==> config.mk <==
export PLATFORM = sky130hd
export DESIGN_NAME = multicycle_control
export DESIGN_NICKNAME = d
export VERILOG_FILES = /design/src/rtl/multicycle_control.sv
export SDC_FILE = /design/constraint.sdc
export NUM_CORES = 1
export LEC_CHECK = 0
export CAP_MARGIN = 20
export CORE_ASPECT_RATIO = 1.1
export CORE_MARGIN = 2
export CORE_UTILIZATION = 32
export CTS_CLUSTER_DIAMETER = 30
export DETAILED_ROUTE_END_ITERATION = 10
export PLACE_DENSITY = 0.78
export SYNTH_ARGS = -nofsm -noshare
export SYNTH_HDL_FRONTEND = slang
export SYNTH_SLANG_ARGS = --single-unit
==> constraint.sdc <==
create_clock -name clk -period 1.45 [get_ports clk]
set_input_delay 0.29 -clock clk [delete_from_list [all_inputs] [get_ports clk]]
set_output_delay 0.29 -clock clk [all_outputs]
set_load 0.005 [all_outputs]
==> src/rtl/multicycle_control.sv <==
// Multicycle LEGv8-style main control FSM: sequences fetch, decode,
// R-type, load/store, CBZ and branch, and traps unsupported opcodes in HALT.
module multicycle_control (
  input  logic        clk,
  input  logic        rst,
  input  logic [10:0] opcode,
  input  logic        mem_ready,
  output logic [1:0]  alu_op,
  output logic        alu_src_a,
  output logic [1:0]  alu_src_b,
  output logic        pc_write,
  output logic        pc_write_cond,
  output logic        ir_write,
  output logic        mem_read,
  output logic        mem_write,
  output logic        reg_write,
  output logic        mem_to_reg,
  output logic        reg2_loc,
  output logic [1:0]  pc_source,
  output logic        illegal,
  output logic [3:0]  state
);

  typedef enum logic [3:0] {
    S_FETCH     = 4'd0,
    S_DECODE    = 4'd1,
    S_EXEC_R    = 4'd2,
    S_R_WB      = 4'd3,
    S_MEM_ADDR  = 4'd4,
    S_MEM_READ  = 4'd5,
    S_MEM_WB    = 4'd6,
    S_MEM_WRITE = 4'd7,
    S_CBZ       = 4'd8,
    S_JUMP      = 4'd9,
    S_HALT      = 4'd10
  } state_t;

  localparam logic [10:0] OP_ADD  = 11'b10001011000;
  localparam logic [10:0] OP_SUB  = 11'b11001011000;
  localparam logic [10:0] OP_AND  = 11'b10001010000;
  localparam logic [10:0] OP_ORR  = 11'b10101010000;
  localparam logic [10:0] OP_LDUR = 11'b11111000010;
  localparam logic [10:0] OP_STUR = 11'b11111000000;
  localparam logic [7:0]  PFX_CBZ = 8'b10110100;
  localparam logic [5:0]  PFX_B   = 6'b000101;

  state_t state_q;
  state_t state_d;

  logic is_rtype;
  logic is_mem;
  logic is_stur;
  logic is_cbz;
  logic is_b;

  // Opcode classification; exact matches are disjoint from both prefixes.
  always_comb begin
    is_rtype = (opcode == OP_ADD) || (opcode == OP_SUB) ||
               (opcode == OP_AND) || (opcode == OP_ORR);
    is_stur  = (opcode == OP_STUR);
    is_mem   = (opcode == OP_LDUR) || is_stur;
    is_cbz   = (opcode[10:3] == PFX_CBZ);
    is_b     = (opcode[10:5] == PFX_B);
  end

  // State register.
  always_ff @(posedge clk or posedge rst) begin
    if (rst) state_q <= S_FETCH;
    else     state_q <= state_d;
  end

  // Next-state logic; unused encodings recover to FETCH.
  always_comb begin
    state_d = S_FETCH;
    case (state_q)
      S_FETCH:     state_d = mem_ready ? S_DECODE : S_FETCH;
      S_DECODE: begin
        if      (is_rtype) state_d = S_EXEC_R;
        else if (is_mem)   state_d = S_MEM_ADDR;
        else if (is_cbz)   state_d = S_CBZ;
        else if (is_b)     state_d = S_JUMP;
        else               state_d = S_HALT;
      end
      S_EXEC_R:    state_d = S_R_WB;
      S_R_WB:      state_d = S_FETCH;
      S_MEM_ADDR:  state_d = opcode[1] ? S_MEM_READ : S_MEM_WRITE;
      S_MEM_READ:  state_d = mem_ready ? S_MEM_WB : S_MEM_READ;
      S_MEM_WB:    state_d = S_FETCH;
      S_MEM_WRITE: state_d = mem_ready ? S_FETCH : S_MEM_WRITE;
      S_CBZ:       state_d = S_FETCH;
      S_JUMP:      state_d = S_FETCH;
      S_HALT:      state_d = S_HALT;
      default:     state_d = S_FETCH;
    endcase
  end

  // Moore control outputs, all forced low while reset is held.
  always_comb begin
    alu_op        = 2'b00;
    alu_src_a     = 1'b0;
    alu_src_b     = 2'b00;
    pc_write      = 1'b0;
    pc_write_cond = 1'b0;
    ir_write      = 1'b0;
    mem_read      = 1'b0;
    mem_write     = 1'b0;
    reg_write     = 1'b0;
    mem_to_reg    = 1'b0;
    reg2_loc      = 1'b0;
    pc_source     = 2'b00;
    illegal       = 1'b0;
    if (!rst) begin
      case (state_q)
        S_FETCH: begin
          mem_read  = 1'b1;
          alu_src_b = 2'b01;
          pc_write  = mem_ready;
          ir_write  = mem_ready;
        end
        S_DECODE: begin
          alu_src_b = 2'b11;
          reg2_loc  = is_stur || is_cbz;
        end
        S_EXEC_R: begin
          alu_src_a = 1'b1;
          alu_op    = 2'b10;
        end
        S_R_WB:      reg_write = 1'b1;
        S_MEM_ADDR: begin
          alu_src_a = 1'b1;
          alu_src_b = 2'b10;
        end
        S_MEM_READ:  mem_read = 1'b1;
        S_MEM_WB: begin
          reg_write  = 1'b1;
          mem_to_reg = 1'b1;
        end
        S_MEM_WRITE: begin
          mem_write = 1'b1;
          reg2_loc  = 1'b1;
        end
        S_CBZ: begin
          alu_src_a     = 1'b1;
          alu_op        = 2'b01;
          reg2_loc      = 1'b1;
          pc_write_cond = 1'b1;
          pc_source     = 2'b01;
        end
        S_JUMP: begin
          pc_write  = 1'b1;
          pc_source = 2'b10;
        end
        S_HALT:      illegal = 1'b1;
        default: ;
      endcase
    end
  end

  assign state = state_q;

endmodule

==> results.json <==
{
  "status": "complete, but fails checks",
  "violations": "negative setup slack",
  "cp-end-kind": "primary output",
  "fin_crit_sh": 1.28,
  "pre_cts_slack_ps": -1090,
  "rows": 15,
  "first_iter_violations": 35,
  "insertion_delay_ps": 240,
  "viasPerCell": 5.78,
  "syn_inst": 72,
  "area_growth_pct": 162,
  "root_buffer": "clkbuf_4",
  "routed_wl_um": 3470,
  "fin_skew_ps": 11.1,
  "synth_nets": 86,
  "dp_cells": 147,
  "grt_overflow": 0,
  "hp-class": "input port to asynchronous set/reset pin",
  "avgSynthCellArea_um2": 7.49,
  "num-fill-cells": 69,
  "switchingPower_uw": 916,
  "chipHeight_um": 47.1,
  "num_io_pins": 34,
  "grt_max_degree": 8,
  "hold_buffers": 0,
  "start_util": 0.342,
  "power_mw": 2.15,
  "max-vdd-ir-drop_mv": 1.15,
  "grt_pass1_wl_um": 4670,
  "wl_per_cell_um": 20.9,
  "worstMarginPinSlew_ps": 404,
  "multi_input_area_um2": 591,
  "rsz0062_at_grt": "yes",
  "r2r-start": "state[1]",
  "ff2ff_path_depth": 5,
  "r2r_slack_ps": -10,
  "cts_tree": "done",
  "finalHoldViolations": 0,
  "die_w_um": 43.1,
  "gp_congestion": 0.834,
  "clock_sinks": 4,
  "tns_ps": -3910,
  "tritoncts.num_buffers": 3,
  "drc": 0,
  "synthesis.area_um2": 539,
  "fin_crit_ps": 1860,
  "cp_slowest_cell": "or4b_4",
  "synth-seq-cells": 4,
  "clk_pin_slew_worst_paths_ps": 50,
  "track_usage": 0.317,
  "grt_pass1_vias": 961,
  "cap_violations": 0,
  "dp_hpwl_um": 1650,
  "diodes": 0,
  "required_ps": 1160,
  "drive_above_1_share": 0.718,
  "fin_util": 0.898,
  "cts_max_path_buffers": 2,
  "rr_endpoint": "state[0]",
  "slowest_delay_ps": 530,
  "largest_reg_flops": 4,
  "seqPwrFrac": 0.102,
  "fin_ws_ps": -407,
  "netlist-cell-type-count": 31,
  "antenna_left": 0,
  "htreeDepth": 1,
  "drt-pass1-iter-count": 4,
  "yosysSeqAreaShare": 0.186,
  "start_kind": "input port",
  "layout.area.seq_um2": 104,
  "fin_nets": 165,
  "timing.fmax_mhz": 538,
  "final_cells": 166,
  "internal_power_mw": 1.24,
  "power_leakage_nw": 0.671,
  "drv_slew": 0,
  "critical_path_peak_fanout": 2,
  "power_frac_clock": 0.068,
  "switching_share": 0.426,
  "setup_viol": 19,
  "crit_type": "input port to primary output",
  "final_common_cell": "buf_4",
  "antenna_found_initial": 0,
  "final_cell_mix": "30 x buf_4, 19 x buf_6, 17 x buf_2",
  "yosys_warnings": 0,
  "power_density_mw_per_mm2": 1520,
  "arrival_ps": 1570,
  "core_mm2": 0.00158,
  "portBuffers": 33,
  "die_area_mm2": 0.00203,
  "slew-limit-headroom": 0.731,
  "via_count": 960,
  "combinationalPowerShare": 0.830,
  "crit_path_cell_trace": "buf_6 -> or4b_4 -> o31ai_2 -> nand3_1 -> a21oi_2 -> buf_2"
}
[stage by stage]
stage | hold WS, ps | area, µm²
final | 469 | 1420
after global routing | 521 | 1420
after CTS | 421 | 1320
after detailed placement | 723 | 1110
after global placement | 699 | 1110
after floorplan | 243 | 571
[cell families (layout without fill, tap and decap cells)]
family                 after synthesis  count (layout)  synth area share
flip-flops                           4               4             0.186
AO/OA/AOI/OAI                       16              16             0.193
AND/OR/NAND/NOR                     40              40             0.464
XOR/XNOR                             2               2            0.0325
buffers and inverters                9              86             0.107
multiplexers                         1               1            0.0186
[metal layers]
metal / vias up / global-route usage / routed length [µm]
met5: - / 0 / 0
li1: 421 / - / -
met3: 15 / 0.0423 / 242
met1: 459 / 0.374 / 1300
met4: 0 / 0.133 / 142
met2: 65 / 0.585 / 1790
[worst max-delay path by stage]
stage / to / cells past startpoint / slack, ps / start
final: reg2_loc / 6 / -410 / opcode[2]
after global routing: reg2_loc / 6 / -440 / opcode[2]
after CTS: reg2_loc / 5 / -330 / state[3]
after detailed placement: reg2_loc / 6 / -1090 / opcode[5]
after global placement: reg2_loc / 6 / -1070 / opcode[5]
after floorplan: reg2_loc / 4 / -120 / opcode[5]
[Yosys cell counts]
| cell type | instances | area, µm² |
|---|---|---|
| a21oi_1 | 3 | 15.0 |
| nand4_1 | 1 | 6.26 |
| nand4bb_1 | 1 | 11.3 |
| nand2_1 | 4 | 15.0 |
| mux2i_1 | 1 | 10.0 |
| or4b_4 | 1 | 13.8 |
| and3b_1 | 1 | 8.76 |
| o41ai_1 | 1 | 8.76 |
| nand3b_1 | 1 | 7.51 |
| buf_2 | 1 | 5.00 |
| nand2b_1 | 5 | 31.3 |
| buf_4 | 6 | 45.0 |
| dfrtp_1 | 4 | 100 |
| nor2_1 | 11 | 41.3 |
| o22ai_1 | 2 | 12.5 |
| a22oi_1 | 1 | 7.51 |
| a32oi_1 | 1 | 8.76 |
| a31o_1 | 1 | 8.76 |
| o21ai_0 | 5 | 25.0 |
| nor4_1 | 4 | 25.0 |
| or2_1 | 1 | 6.26 |
| nor3_1 | 4 | 20.0 |
| nand3_1 | 2 | 10.0 |
| o31ai_2 | 1 | 12.5 |
| xnor2_1 | 1 | 8.76 |
| and4bb_1 | 1 | 12.5 |
| nor4b_4 | 1 | 23.8 |
| o21ai_1 | 1 | 5.00 |
| inv_1 | 2 | 7.51 |
| nor4b_1 | 2 | 17.5 |
| xor2_1 | 1 | 8.76 |
[area by class of cell]
type	instances	area share
clock buffer	3	0.0159
tap	17	0.0150
multi-input combinational	59	0.417
timing repair buffer	81	0.473
sequential	4	0.0734
inverter	2	0.00531
[power by group through the flow]
stage          Combinational, mW  Sequential [mW]  Clock, mW
6_report                    1.79            0.219      0.146
4_1_cts                     1.53            0.210      0.141
3_5_place_dp                1.03            0.257          0
2_1_floorplan              0.518            0.192          0
5_1_grt                     1.86            0.219      0.153
3_3_place_gp               0.995            0.252          0
[repair_timing]
action	4_1_cts	5_1_grt
pin swaps	12	8
setup buffers	15	2
endpoints found under the setup margin	23	21
gates resized for setup	123	24
hold endpoints to repair	0	0
[worst max-delay path: cells and delay by family]
family | cells | cell delay [ps]
compound gates | 2 | 380
simple gates | 2 | 680
buf+inv | 2 | 210
Note: power is estimated with default switching activity, not from simulation.
